### src/rtl/id_ex_hazard_stage.sv
// ID/EX pipeline register with load-use hazard stall and bubble injection.
// Optional HAZARD_STATS_EN adds a saturating stall_cycle_count output.
//
// state | meaning
// RUN   | normal flow: capture ID, or start a load-use stall
// STALL | extra bubbles after the first load-use bubble, counted down in cnt
module id_ex_hazard_stage #(
  parameter int XLEN              = 32,
  parameter int LOAD_STALL_CYCLES = 1
) (
  input  logic            clk,
  input  logic            reset,
  input  logic            id_valid,
  input  logic [4:0]      id_rs1,
  input  logic [4:0]      id_rs2,
  input  logic [4:0]      id_rd,
  input  logic [XLEN-1:0] id_rs1_data,
  input  logic [XLEN-1:0] id_rs2_data,
  input  logic [XLEN-1:0] id_imm,
  input  logic            id_is_writeback,
  input  logic            id_is_load,
  input  logic            ex_flush,
  output logic            ex_valid,
  output logic [4:0]      ex_rs1_field,
  output logic [4:0]      ex_rs2_field,
  output logic [4:0]      ex_rd,
  output logic [XLEN-1:0] ex_rs1_data,
  output logic [XLEN-1:0] ex_rs2_data,
  output logic [XLEN-1:0] ex_imm,
  output logic            ex_is_writeback,
  output logic            ex_is_load,
  output logic            pc_write_en,
  output logic            if_id_write_en,
  output logic            stall_active
`ifdef HAZARD_STATS_EN
  ,
  output logic [31:0]     stall_cycle_count
`endif
);

  typedef enum logic {RUN = 1'b0, STALL = 1'b1} state_t;

  localparam logic [2:0] STALL_INIT = 3'(LOAD_STALL_CYCLES - 1);

  state_t     state, state_nxt;
  logic [2:0] cnt, cnt_nxt;
  logic       hz;
  logic       capture;

  assign hz = id_valid & ex_valid & ex_is_load & ex_is_writeback &
              (ex_rd != 5'd0) & ((ex_rd == id_rs1) | (ex_rd == id_rs2));

  always_ff @(posedge clk) begin
    if (reset) begin
      state <= RUN;
      cnt   <= 3'd0;
    end else begin
      state <= state_nxt;
      cnt   <= cnt_nxt;
    end
  end

  always_comb begin
    state_nxt = state;
    cnt_nxt   = cnt;
    capture   = 1'b0;
    if (state == RUN) begin
      if (ex_flush) begin
        state_nxt = RUN;
      end else if (hz) begin
        cnt_nxt   = STALL_INIT;
        state_nxt = (STALL_INIT != 3'd0) ? STALL : RUN;
      end else begin
        capture = 1'b1;
      end
    end else begin
      if (ex_flush) begin
        cnt_nxt   = 3'd0;
        state_nxt = RUN;
      end else begin
        cnt_nxt   = cnt - 3'd1;
        state_nxt = (cnt <= 3'd1) ? RUN : STALL;
      end
    end
  end

  // A flush cancels the stall in the same cycle it is seen.
  always_comb begin
    stall_active   = ((state == RUN) ? hz : 1'b1) & ~ex_flush;
    pc_write_en    = ~stall_active;
    if_id_write_en = ~stall_active;
  end

  always_ff @(posedge clk) begin
    if (reset || !capture) begin
      ex_valid        <= 1'b0;
      ex_rs1_field    <= 5'd0;
      ex_rs2_field    <= 5'd0;
      ex_rd           <= 5'd0;
      ex_rs1_data     <= '0;
      ex_rs2_data     <= '0;
      ex_imm          <= '0;
      ex_is_writeback <= 1'b0;
      ex_is_load      <= 1'b0;
    end else begin
      ex_valid        <= id_valid;
      ex_rs1_field    <= id_rs1;
      ex_rs2_field    <= id_rs2;
      ex_rd           <= id_rd;
      ex_rs1_data     <= id_rs1_data;
      ex_rs2_data     <= id_rs2_data;
      ex_imm          <= id_imm;
      ex_is_writeback <= id_valid & id_is_writeback;
      ex_is_load      <= id_valid & id_is_load;
    end
  end

`ifdef HAZARD_STATS_EN
  always_ff @(posedge clk) begin
    if (reset) begin
      stall_cycle_count <= 32'd0;
    end else if (stall_active && (stall_cycle_count != 32'hFFFF_FFFF)) begin
      stall_cycle_count <= stall_cycle_count + 32'd1;
    end
  end
`endif

endmodule

### config.mk
export PLATFORM = sky130hd
export DESIGN_NAME = id_ex_hazard_stage
export DESIGN_NICKNAME = d
export VERILOG_FILES = /design/src/rtl/id_ex_hazard_stage.sv
export SDC_FILE = /design/constraint.sdc
export NUM_CORES = 1
export LEC_CHECK = 0
export BUFFER_PORTS_ARGS = -buffer_cell sky130_fd_sc_hd__buf_4
export CORE_AREA = 2 2 93 95
export CTS_CLUSTER_DIAMETER = 100
export DETAILED_ROUTE_END_ITERATION = 10
export DIE_AREA = 0 0 95 97
export PLACE_DENSITY = 0.89
export SLEW_MARGIN = 20
export SYNTH_ARGS = -nofsm -noshare
export SYNTH_HDL_FRONTEND = slang
export SYNTH_SLANG_ARGS = --single-unit
### constraint.sdc
create_clock -name clk -period 4.45 [get_ports clk]
set_clock_uncertainty 0.05 [all_clocks]
set_input_delay 0.6675 -clock clk [delete_from_list [all_inputs] [get_ports clk]]
set_output_delay 0.6675 -clock clk [all_outputs]
set_load 0.01 [all_outputs]
==> results_dict.tcl <==
set metrics [dict create \
    outcome "finished clean" \
    finalSetupViolations 0 \
    hold_class "in -> reg" \
    cts_inserted_buffers 17 \
    cts_sinks 118 \
    dieArea_sq_um 9220 \
    vias_per_cell 4.38 \
    cpPeakStageDelay_ns 0.42 \
    drc 0 \
    netlist_area_sq_um 3520 \
    start_kind "flip-flop" \
    drv_cap 0 \
    ir_worst_vdd_v 0.000278 \
    p_leak_nw 2.89 \
    cts_root_buf "clkbuf_8" \
    clk_pin_slew_ns 0.06 \
    dp_hpwl_um 7020 \
    clock_latency_ns 0.49 \
    avgSynthCellArea_sq_um 12.1 \
    vias 2847 \
    power_frac_clock_pct 49.8 \
    mostFrequentLayoutCell "buf_4" \
    ys_seq_area_share_pct 67.1 \
    holdBufCountCts 0 \
    drive_gt1_share_pct 56.9 \
    post_drt_wl_per_cell_um 14.6 \
    yosys_warnings 0 \
    die_w_um 95 \
    seqPwrFrac_pct 41.9 \
    holdWs_ns 0.327 \
    netlist_instances 291 \
    antenna_left 0 \
    cts_resized 0 \
    place_congestion 0.887 \
    grt_max_degree 63 \
    drtPass1Iterations 4 \
    crit_path_end_kind "output port" \
    cts_setup_buffers 0 \
    syn-num-nets 410 \
    io_pins 234 \
    p_sw_mw 0.551 \
    fin_nets 651 \
    fmax_mhz 370 \
    p_int_mw 2.11 \
    p_per_area_nw_per_um2 448 \
    antenna_found_initial 0 \
    required_ns 3.73 \
    ys_types 30 \
    fp-row-count 33 \
    cts_tree "yes" \
    pwr-share-comb_pct 8.3 \
    first_global_vias 2921 \
    slew_violations 0 \
    grtUsageTotal_pct 20.6 \
    rsz0062_at_grt "false" \
    core_area_sq_um 8130 \
    tightestPinTransition_ns 0.472 \
    grt-ovfl-total 0 \
    synth-seq-cells 118 \
    cp_cell_sequence "xnor2_1 > nand3_1 > o22ai_2 > and2_2 > o21ai_0 > buf_4" \
    grt_pass1_wl_um 14400 \
    drtIter0Drc 45 \
    drt-total-wl_um 9460 \
    critPathKind "reg -> out" \
    cp_slowest_cell "dfxtp_1" \
    critPathMaxFanout 4 \
    p_sw_share_pct 20.7 \
    finalSetupTns_ns 0 \
    die_h_um 97 \
    fin_crit_ns 2.70 \
    initial_core_util_pct 43.3 \
    antenna_cells 0 \
    finalCritPeriodShare_pct 60.7 \
    hold_viol 0 \
    crit_arrival_ns 1.99 \
    area_growth_pct 68.7 \
    cts_max_level 4 \
    layout_common_cells "235 x buf_4, 118 x dfxtp_1, 72 x and2_1" \
    cts.path.max_buffers 2 \
    relSlewSlack_pct 68.5 \
    portBuffers 233 \
]
[kinds of logic after synthesis]
logic type	Yosys count	share of synthesized area, %
AOI/OAI and AO/OA	14	3.16
xor gates and xnor gates	11	2.74
adders and majority gates	2	0.710
buffers and inverters	18	2.56
DFF	118	67.1
and+or+nand+nor	128	23.8
[synth_stat cells (all sizes together)]
master / instances / area (sq um)
and2: 113 / 758
nor4: 2 / 12.5
nor2b: 1 / 6.26
o21a: 1 / 7.51
inv: 5 / 18.8
a31oi: 2 / 12.5
xnor2: 11 / 96.3
o21ai: 1 / 5.00
nor2: 2 / 7.51
or2: 1 / 6.26
o21bai: 1 / 7.51
o21ba: 1 / 10.0
and3: 2 / 12.5
a311oi: 1 / 8.76
nand4: 1 / 6.26
nand2: 2 / 7.51
o22ai: 1 / 12.5
a211oi: 2 / 20.0
o41ai: 2 / 17.5
buf: 2 / 18.8
dfxtp: 118 / 2360
nor3: 2 / 10.0
ha: 2 / 25.0
nand3: 2 / 10.0
clkbuf: 11 / 52.6
a21oi: 2 / 10.0
[flip-flops by register name, summed over array words and instances (netlist names)]
signal	cells
ex_rs1_data	32
ex_imm	32
ex_rs1_field	5
state	1
ex_rs2_field	5
ex_valid	1
cnt	3
ex_rd	5
ex_rs2_data	32
ex_is_writeback	1
ex_is_load	1
[power by group through the flow]
stage / registers (mW) / logic (mW) / clock network [mW]
2_1_floorplan: 1.16 / 0.0518 / 0
6_report: 1.11 / 0.221 / 1.33
5_1_grt: 1.12 / 0.240 / 1.41
3_3_place_gp: 1.13 / 0.218 / 0
4_1_cts: 1.11 / 0.225 / 1.35
3_5_place_dp: 1.14 / 0.223 / 0
[worst paths after layout]
kind,endpoint,slack [ns],cells past startpoint,start
min reg2reg,state,0.48,2,cnt[2]
max reg2reg,ex_rs2_data[29],2.63,5,ex_rd[0]
max,pc_write_en,1.75,6,ex_rd[4]
min,ex_rs1_data[31],0.33,2,id_rs1_data[31]
[area by class of cell]
type,count,area (sq um)
Sequential cell,118,2360
Fill cell,587,2190
Timing Repair Buffer,235,1760
Multi-Input combinational cell,155,1080
Clock buffer,20,435
Clock inverter,12,153
Tap cell,105,131
Inverter,5,18.8
[worst max-delay path, delay by kind of cell, from the launching register on]
kind | cells | cell delay [ns]
DFF | 1 | 0.42
buffers and inverters | 1 | 0.18
xor gates and xnor gates | 1 | 0.14
and+or+nand+nor | 2 | 0.35
AOI/OAI and AO/OA | 2 | 0.41
[routing by layer]
layer	GRT usage (%)	share of wire, %	up-vias
met5	0	0	-
met4	8.58	2.1	0
met3	8.33	8.8	18
met2	37.5	54	141
met1	20.1	35	1295
li1	-	-	1393
[metrics by stage]
stage / area (sq um) / utilization, % / cells / setup slack (ns) / power (mW)
detailed placement: 5350 / 65.8 / 618 / 1.87 / 1.36
finish: 5940 / 73.1 / 650 / 1.75 / 2.66
global route: 5940 / 73.1 / 650 / 1.60 / 2.76
CTS: 5940 / 73.1 / 650 / 1.71 / 2.69
global placement: 5350 / 65.8 / 618 / 1.92 / 1.35
floorplan: 3520 / - / 291 / 2.03 / 1.21
Power figures use the tool's default switching activity.
